--- src/rtl/i2s_tx_param.sv ---
// Parametrised stereo I2S / left-justified DAC serializer with a one-frame
// holding buffer, mute, enable and underrun reporting.
module i2s_tx_param #(
  parameter int REF_CLK     = 18432000,
  parameter int SAMPLE_RATE = 48000,
  parameter int DATA_WIDTH  = 16,
  parameter int SLOT_WIDTH  = 16
) (
  input  logic                  CLK_18_4,
  input  logic                  RST_N,
  input  logic                  enable,
  input  logic                  mode,
  input  logic                  mute,
  input  logic [DATA_WIDTH-1:0] left_sample,
  input  logic [DATA_WIDTH-1:0] right_sample,
  input  logic                  sample_valid,
  output logic                  sample_ready,
  output logic                  frame_start,
  output logic                  underrun,
  output logic                  AUD_BCK,
  output logic                  AUD_LRCK,
  output logic                  AUD_DATA
);

  localparam int HALF       = REF_CLK / (SAMPLE_RATE * SLOT_WIDTH * 4);
  localparam int FRAME_BITS = 2 * SLOT_WIDTH;
  localparam int DIV_W      = (HALF > 1) ? $clog2(HALF) : 1;
  localparam int CNT_W      = $clog2(FRAME_BITS);
  localparam int PAD_W      = SLOT_WIDTH - DATA_WIDTH;

  localparam logic [DIV_W-1:0] DIV_LAST = DIV_W'(HALF - 1);
  localparam logic [CNT_W-1:0] CNT_LAST = CNT_W'(FRAME_BITS - 1);
  localparam logic [CNT_W-1:0] SLOT_LEN = CNT_W'(SLOT_WIDTH);

  if (SLOT_WIDTH < DATA_WIDTH) begin : g_chk_slot
    $error("i2s_tx_param: SLOT_WIDTH must be >= DATA_WIDTH");
  end
  if ((HALF < 1) || ((REF_CLK % (SAMPLE_RATE * SLOT_WIDTH * 4)) != 0)) begin : g_chk_half
    $error("i2s_tx_param: REF_CLK / (SAMPLE_RATE*SLOT_WIDTH*4) must be an integer >= 1");
  end

  logic [DIV_W-1:0]      r_div;
  logic                  r_bck;
  logic [CNT_W-1:0]      r_bitcnt;
  logic                  r_lrck;
  logic [FRAME_BITS-1:0] r_shift;
  logic                  r_dly;
  logic                  r_data;
  logic                  r_mode;
  logic                  r_frame_start;
  logic                  r_underrun;
  logic                  r_full;
  logic                  r_ready;
  logic [DATA_WIDTH-1:0] r_buf_l;
  logic [DATA_WIDTH-1:0] r_buf_r;

  logic                  w_div_wrap;
  logic                  w_shift_evt;
  logic                  w_load;
  logic                  w_capture;
  logic                  w_mode_eff;
  logic [CNT_W-1:0]      w_bitcnt_next;
  logic [SLOT_WIDTH-1:0] w_left_slot;
  logic [SLOT_WIDTH-1:0] w_right_slot;
  logic [FRAME_BITS-1:0] w_new_frame;
  logic [FRAME_BITS-1:0] w_shift_next;

  assign w_div_wrap    = (r_div == DIV_LAST);
  assign w_shift_evt   = enable && w_div_wrap && r_bck;
  assign w_load        = w_shift_evt && (r_bitcnt == CNT_LAST);
  assign w_capture     = sample_valid && r_ready;
  assign w_bitcnt_next = (r_bitcnt == CNT_LAST) ? '0 : r_bitcnt + 1'b1;

  // Samples sit MSB-aligned in their slots with zero padding below.
  assign w_left_slot  = SLOT_WIDTH'(r_buf_l) << PAD_W;
  assign w_right_slot = SLOT_WIDTH'(r_buf_r) << PAD_W;
  assign w_new_frame  = (r_full && !mute) ? {w_left_slot, w_right_slot} : '0;
  assign w_shift_next = w_load ? w_new_frame : {r_shift[FRAME_BITS-2:0], 1'b0};
  assign w_mode_eff   = w_load ? mode : r_mode;

  // Serializer: divider, bit clock, frame position, shift register and pins.
  // In I2S mode the pin follows the delay flop, i.e. one BCK behind.
  always_ff @(posedge CLK_18_4 or negedge RST_N) begin
    if (!RST_N) begin
      r_div         <= '0;
      r_bck         <= 1'b0;
      r_bitcnt      <= CNT_LAST;
      r_lrck        <= 1'b0;
      r_shift       <= '0;
      r_dly         <= 1'b0;
      r_data        <= 1'b0;
      r_mode        <= 1'b0;
      r_frame_start <= 1'b0;
      r_underrun    <= 1'b0;
    end else if (!enable) begin
      r_div         <= '0;
      r_bck         <= 1'b0;
      r_bitcnt      <= CNT_LAST;
      r_lrck        <= 1'b0;
      r_shift       <= '0;
      r_dly         <= 1'b0;
      r_data        <= 1'b0;
      r_mode        <= 1'b0;
      r_frame_start <= 1'b0;
      r_underrun    <= 1'b0;
    end else begin
      r_frame_start <= w_load;
      r_underrun    <= w_load && !r_full;
      r_div         <= w_div_wrap ? '0 : r_div + 1'b1;
      if (w_div_wrap) begin
        r_bck <= ~r_bck;
      end
      if (w_shift_evt) begin
        r_bitcnt <= w_bitcnt_next;
        r_lrck   <= (w_bitcnt_next >= SLOT_LEN);
        r_shift  <= w_shift_next;
        r_dly    <= w_shift_next[FRAME_BITS-1];
        r_data   <= w_mode_eff ? r_dly : w_shift_next[FRAME_BITS-1];
        if (w_load) begin
          r_mode <= mode;
        end
      end
    end
  end

  // Holding buffer keeps running while the serializer is disabled.
  // Ready rises one clock after the emptying load and drops at capture.
  always_ff @(posedge CLK_18_4 or negedge RST_N) begin
    if (!RST_N) begin
      r_full  <= 1'b0;
      r_ready <= 1'b1;
      r_buf_l <= '0;
      r_buf_r <= '0;
    end else begin
      r_ready <= !r_full && !w_capture;
      if (w_capture) begin
        r_buf_l <= left_sample;
        r_buf_r <= right_sample;
        r_full  <= 1'b1;
      end else if (w_load && r_full) begin
        r_full <= 1'b0;
      end
    end
  end

  assign sample_ready = r_ready;
  assign frame_start  = r_frame_start;
  assign underrun     = r_underrun;
  assign AUD_BCK      = r_bck;
  assign AUD_LRCK     = r_lrck;
  assign AUD_DATA     = r_data;

endmodule

--- config.mk ---
export PLATFORM = sky130hd
export DESIGN_NAME = i2s_tx_param
export DESIGN_NICKNAME = d
export VERILOG_FILES = /design/src/rtl/i2s_tx_param.sv
export SDC_FILE = /design/constraint.sdc
export NUM_CORES = 1
export LEC_CHECK = 0
export ABC_AREA = 1
export CAP_MARGIN = 20
export CORE_MARGIN = 1.5
export CORE_UTILIZATION = 40
export CTS_CLUSTER_SIZE = 30
export DETAILED_ROUTE_END_ITERATION = 6
export GPL_TIMING_DRIVEN = 0
export PLACE_DENSITY_LB_ADDON = 0.3
export RECOVER_POWER = 25
export SYNTH_ARGS = -nofsm -noshare
export SYNTH_HDL_FRONTEND = slang
export SYNTH_SLANG_ARGS = --single-unit
--- constraint.sdc ---
create_clock -name CLK_18_4 -period 2.5 [get_ports CLK_18_4]
set_input_delay 0.5 -clock CLK_18_4 [delete_from_list [all_inputs] [get_ports CLK_18_4]]
set_output_delay 0.5 -clock CLK_18_4 [all_outputs]
set_load 0.1 [all_outputs]
==> results of run 1 <==
where the power goes:
group,leakage [nW],internal [mW],total [mW],switching [mW]
combinational,0.857,0.0967,0.209,0.112
sequential,1.01,1.33,1.34,0.0164
clock,0.118,0.693,1.14,0.452
total,1.98,2.12,2.70,0.580
flip-flops by register name (all words and copies together), names as in the netlist, 3 cells and up:
name      cells
r_bitcnt      5
r_buf_l      16
r_buf_r      16
r_div         3
r_shift      31
layout make-up:
class                      instances  share of cell area [%]
clock buffer                      13                    3.51
buffer                            19                    2.33
multi-input combinational        227                    28.0
timing repair buffer              45                    10.8
clock inverter                     3                    2.12
sequential                        80                    47.3
inverter                          32                    2.83
tap                              105                    3.09
metrics by stage:
| step | cells | area, µm² |
|---|---|---|
| floorplan | 359 | 3420 |
| global placement | 507 | 3980 |
| detailed placement | 508 | 4010 |
| CTS | 525 | 4250 |
| global route | 524 | 4250 |
| finish | 524 | 4250 |
timing repair:
action | 4_1_cts | 5_1_grt
setup buffers | 1 | 0
cloned | 0 | 0
gates resized for setup | 1 | 1
setup endpoints to repair | 10 | 14
pin swaps | 1 | 0
Yosys cell counts, types with 3 or more instances:
cell	instances
a21oi_1	36
dfrtp_1	74
nand2_1	49
o21ai_1	18
o21ai_0	68
buf_2	4
nor2_1	23
clkbuf_1	11
dfstp_2	6
buf_6	3
mux2_2	15
inv_1	30
nand3_1	4
worst min path at each step:
| stage | startpoint | end | cells after the start |
|---|---|---|---|
| 5_1_grt | r_full$_DFFE_PN0P_ | sample_ready$_DFF_PN1_ | 1 |
| 6_report | r_full$_DFFE_PN0P_ | sample_ready$_DFF_PN1_ | 1 |
| 3_3_place_gp | r_full$_DFFE_PN0P_ | sample_ready$_DFF_PN1_ | 1 |
| 3_5_place_dp | r_full$_DFFE_PN0P_ | sample_ready$_DFF_PN1_ | 1 |
| 2_1_floorplan | RST_N | AUD_BCK$_DFFE_PN0P_ | 0 |
| 4_1_cts | RST_N | r_buf_r[10]$_DFFE_PN0P_ | 1 |
per-layer routing:
layer  part of all wire [%]  GRT usage [%]  up-vias
met5                      0              0        -
met4                    2.0           7.84        0
met3                    4.5           4.39       11
met2                     47           26.8       51
met1                     46           22.8     1286
li1                       -              -     1302
cells by family after synthesis:
family	Yosys count
buf+inv	52
compound gates	126
mux	15
fa+ha+maj	2
simple gates	83
flops	80
xor+xnor	1
==> metrics.txt, run 1 <==
status finished with violations; failing checks max-capacitance violations, max-slew violations; cts hold-fix bufs 0; Seq/Total Area, Yosys 58.7%; Lkg Pwr 1.98 nW; Overflow after GRT 0; Max Root-Sink Buffers 2; Slew headroom -11.6%; Maximum Capacitance Violations 1; die area 9120 µm²; RSZ-0062 raised after global routing no; Worst-Skew Late Latency 0.36 ns; Post-Syn Area between 3000 and 4000 µm²; EDFF count, synth 0; Worst-path clk slew approximately 0.080 ns; Simple-Gate Fraction of Synth Area 10.1%; CP startpoint AUD_BCK$_DFFE_PN0P_; critical path's top delay family buffers and inverters; routed vias 2650; Synth async-reset ratio 100%; num rows 33; Worst Slack Setup Final 0.119 ns; slew at the pin closest to its max-slew limit 1.67 ns; worst r2r src r_bitcnt[0]$_DFFE_PN1P_; multi-input logic area about 1200 µm²; CTS HTree Levels 3; vias in the first global route 2494; Pre-Repair DR Iteration Count 4; commonest non-fill, non-tap cell in the layout dfrtp_1; Reg-to-Reg End r_shift[28]$_DFFE_PN0P_; # port buffers 43; Setup crit end AUD_BCK; DRC 0; Fillers 790; setup TNS 0 ns; CTS buffer count 9; register area roughly 2000 µm²; crit path DAT 1.88 ns; Reg2Reg Depth 8; main combinational cell family by area after synthesis compound AO/OA/AOI/OAI gates; CP cell instances clkdlybuf4s50_1; Die Height 95.5 µm; Synth Area in Adders less than 1%; Iter 0 DRT Violations 136; Yosys top cell area share 54.1%; pin count of the biggest net entering global routing between 50 and 60; CP max-delay cell clkdlybuf4s50_1; CTS sink cnt 80; DP Worst Slack -0.0840 ns; period utilisation layout 95.2%; count of state elements after synthesis 80; Tightest Hold Check Type reg2reg; Worst IR Drop VDD 0.314 mV; final hold viol count 0; minimum clock period 2.38 ns; Area growth syn-to-layout 24.2%; Synth area leader dfrtp_1; Synth Flop Type dfrtp_1; Power Density 635 nW/µm²; CP Max Fanout 4; syn nets ~400; Worst R2R Setup Slack 0.30 ns; Routed WL 7100 µm; critical path's largest stage delay 1.15 ns; Netlist cell types 25; DP HPWL 4950 µm; fin util 51.4%; first-pass GRT wire length 11900 µm; fin. max-slew vios 30; final layout net count 454; count of final setup violators 0; CP Capture Type output port; post-synthesis compound-gate area fraction 18.7%; YS warnings 0; top post-synthesis cells by area dfrtp_1, o21ai_0, nand2_1; Worst EP required 2.00 ns; die width 95.5 µm; starting density of the core 41.4%; mux contribution to synthesized area ~4.9%; Routed WL per cell 13.6 µm; Ant. Diodes 0; WP buf/inv 1; Root Buffer clkbuf_8; share of layout cells above drive strength 1 11.9%; Worst Skew 0.0105 ns; Cells after Synth 359; CTS tree done; most frequent cells in the layout dfrtp_1, o21ai_0, nand2_1; Synth Area in XOR/XNOR 0.256%; Fmax achieved around 0.42 GHz; Power, Total 2.70 mW; gpl congestion about 0.83; syn_area_per_cell 9.53 µm²; initial antenna violation count 0; Ports 44; Hold Slack 0.426 ns; DRT antenna net count 0; placeable core region 8260 µm²; Worst Setup Path Type reg2out; gr usage total 17.3%; critical path startpoint category register; routed vias/inst roughly 5.1; WP depth 1
Power figures use the tool's default switching activity.
==> run 2: changes to the inputs <==
--- a/config.mk
+++ b/config.mk
@@ -6,6 +6,7 @@
 export NUM_CORES = 1
 export LEC_CHECK = 0
 export ABC_AREA = 1
+export ABC_CLOCK_PERIOD_IN_PS = 1940
 export CAP_MARGIN = 20
 export CORE_MARGIN = 1.5
 export CORE_UTILIZATION = 40
==> constraint.sdc (replaced) <==
create_clock -name CLK_18_4 -period 1.94 [get_ports CLK_18_4]
set_input_delay 0.388 -clock CLK_18_4 [delete_from_list [all_inputs] [get_ports CLK_18_4]]
set_output_delay 0.388 -clock CLK_18_4 [all_outputs]
set_load 0.1 [all_outputs]
==> metrics.txt, run 2 (synthesis gave the netlist of run 1 again) <==
Worst Slack Setup Final 0.00516 ns (-0.114 ns); most frequent cells in the layout dfrtp_1, o21ai_0, nand2_1; CP max-delay cell dfstp_2; fin util 53.2% (+1.7 points); Power Density 739 nW/µm² (+16%); Clk pwr share 37.9% (-4.5 points); Worst Setup Path Type reg2reg; switching share of total power 22.9% (+1.4 points); CP Max Fanout 6 (+2); setup TNS 0 ns (unchanged); Routed WL per cell 13.6 µm (+0.44%); Tightest Hold Check Type reg2reg; Reg2Reg Depth 9 (+1); num rows 33 (unchanged); DP HPWL 5020 µm (+1.5%); routed vias/inst 5.06 (+0.13%); minimum clock period 1.93 ns; CP Capture Type register; register area 2010 µm² (about the same); Slew headroom 27.2% (+39 points); CTS sink cnt 80 (unchanged); sequential share of power 53.4% (+3.6 points); Largest regs r_shift: 31 flops, r_buf_l: 16 flops, r_buf_r: 16 flops; Ports 44 (unchanged); Max Root-Sink Buffers 2 (unchanged); Routed WL 7240 µm (+2.0%); WP buf/inv 3 (+2); Fmax achieved 0.517 GHz; pin count of the biggest net entering global routing 64 (+23%); initial antenna violation count 0 (unchanged); DP Worst Slack -0.422 ns (-0.338 ns); starting density of the core 41.4% (unchanged); Area growth syn-to-layout 28.3%; final hold viol count 0 (unchanged); commonest non-fill, non-tap cell in the layout dfrtp_1; CTS HTree Levels 3 (unchanged); metal2 WL 3370 µm (-0.21%); DRT antenna net count 0 (unchanged); Worst Skew 0.00945 ns (-0.00106 ns); critical path's largest stage delay 0.57 ns (-0.58 ns); critical path startpoint category register; Worst-Skew Late Latency 0.35 ns (about the same); max FFs per register 31 (unchanged); period utilisation layout 99.7%; combinational power share 8.7% (+1.0 points); Power, Total 3.25 mW (+20%); die width 95.5 µm (unchanged); critical path's top delay family flip-flops; Biggest register r_shift; fin. max-slew vios 0 (-100%); Switch Pwr 743 µW (+28%); Iter 0 DRT Violations 125 (-8.1%); Pre-Repair DR Iteration Count 4 (unchanged); multi-input logic area 1270 µm² (+6.4%); CP cell instances ha_4, inv_2, nor3_2, ha_2, nand4_1, buf_4, buf_8, a21oi_1, o21ai_1; final layout net count 462 (+1.8%); share of layout cells above drive strength 1 19.4% (+7.5 points); Worst EP required 2.18 ns (+0.18 ns); Die Height 95.5 µm (unchanged); crit path DAT 2.17 ns (+0.29 ns); count of final setup violators 0 (unchanged); WP depth 9 (+8); status complete, no violations; Ant. Diodes 0 (unchanged); Overflow after GRT 0 (unchanged); Fillers 764 (-3.3%); CTS buffer count 9 (unchanged); Hold Slack 0.443 ns (+0.0174 ns); RSZ-0062 raised after global routing yes; routed vias 2694 (+1.7%); placeable core region 8260 µm² (unchanged); DRC 0 (unchanged); slew at the pin closest to its max-slew limit 1.09 ns (-0.582 ns); met3 wire length 345 µm (+7.8%); P_int 2.50 mW (+18%); # port buffers 43 (unchanged); vias in the first global route 2644 (+6.0%); gpl congestion 0.821 (-0.70%); CTS tree done; die area 9120 µm² (unchanged); first-pass GRT wire length 12600 µm (+5.9%); Maximum Capacitance Violations 0 (-1); met1 wire length 3390 µm (+3.8%); gr usage total 18.3% (+0.99 points); Top Metal Used met4; Hold Path Depth 1 (unchanged); Worst-path clk slew 0.08 ns (about the same); Worst IR Drop VDD 0.302 mV (-4.0%); Lkg Pwr 2.03 nW (+2.2%); Root Buffer clkbuf_8
-- run 2: cell types whose count changed in the layout (fill, tap and decap cells not counted), moves of 3 or more --
cell and change:
a21oi_1 -8, a21oi_2 +5, a21oi_4 +3, buf_4 +5, clkbuf_1 -7, clkbuf_2 +4, clkdlybuf4s15_2 +3, clkdlybuf4s50_1 -5
o21ai_0 -9, o21ai_1 +8
-- run 2: worst register-to-register path: stages, from the launching register on --
cell,delay [ns]
dfstp_2,0.57
ha_4,0.15
inv_2,0.04
nor3_2,0.13
ha_2,0.27
nand4_1,0.15
buf_4,0.20
buf_8,0.13
a21oi_1,0.11
o21ai_1,0.07
-- run 2: final timing paths --
check                           slack [ns]                     from                       to
worst min-delay path                  0.44       r_full$_DFFE_PN0P_   sample_ready$_DFF_PN1_
max in group asynchronous             0.29                    RST_N  r_bitcnt[1]$_DFFE_PN1P_
worst max-delay path                 0.005  r_bitcnt[0]$_DFFE_PN1P_  r_shift[24]$_DFFE_PN0P_
min in group asynchronous             0.75                    RST_N  r_buf_r[14]$_DFFE_PN0P_
worst max register to register       0.005  r_bitcnt[0]$_DFFE_PN1P_  r_shift[24]$_DFFE_PN0P_
worst min register to register        0.44       r_full$_DFFE_PN0P_   sample_ready$_DFF_PN1_
-- run 2: final cells by class --
cell class              count  area share (%)
flip-flops and latches     80            45.8
multi-input cells         227            28.9
repair buffers             54            12.5
clock buffers              13            3.62
well taps                 105            2.99
inverters                  32            2.82
plain buffers              18            2.54
clock inverters             3           0.912
-- run 2: timing repair --
item	CTS	global route
hold endpoints to repair	15	0
buffers inserted	5	3
cloned	1	0
pin swaps	1	2
hold buffers	1	0
gates resized for setup	43	17
endpoints found under the setup margin	44	34
-- run 2: power by group through the flow --
stage / Clock (mW) / Combinational (mW) / Sequential, mW
floorplan: 0 / 0.118 / 1.76
global placement: 0 / 0.264 / 1.76
detailed placement: 0 / 0.275 / 1.76
CTS: 1.26 / 0.286 / 1.73
global route: 1.35 / 0.316 / 1.74
finish: 1.23 / 0.281 / 1.73
-- run 2: layer usage --
layer	up-vias	GRT usage (%)
met4	0	7.48
li1	1324	-
met5	-	0
met3	17	4.55
met2	56	28.7
met1	1297	24.2
-- run 2: stage by stage --
| stage | cells | instance area (µm²) |
|---|---|---|
| finish | 532 | 4390 |
| global route | 532 | 4390 |
| CTS | 531 | 4340 |
| detailed placement | 508 | 4010 |
| global placement | 507 | 3990 |
| floorplan | 359 | 3420 |
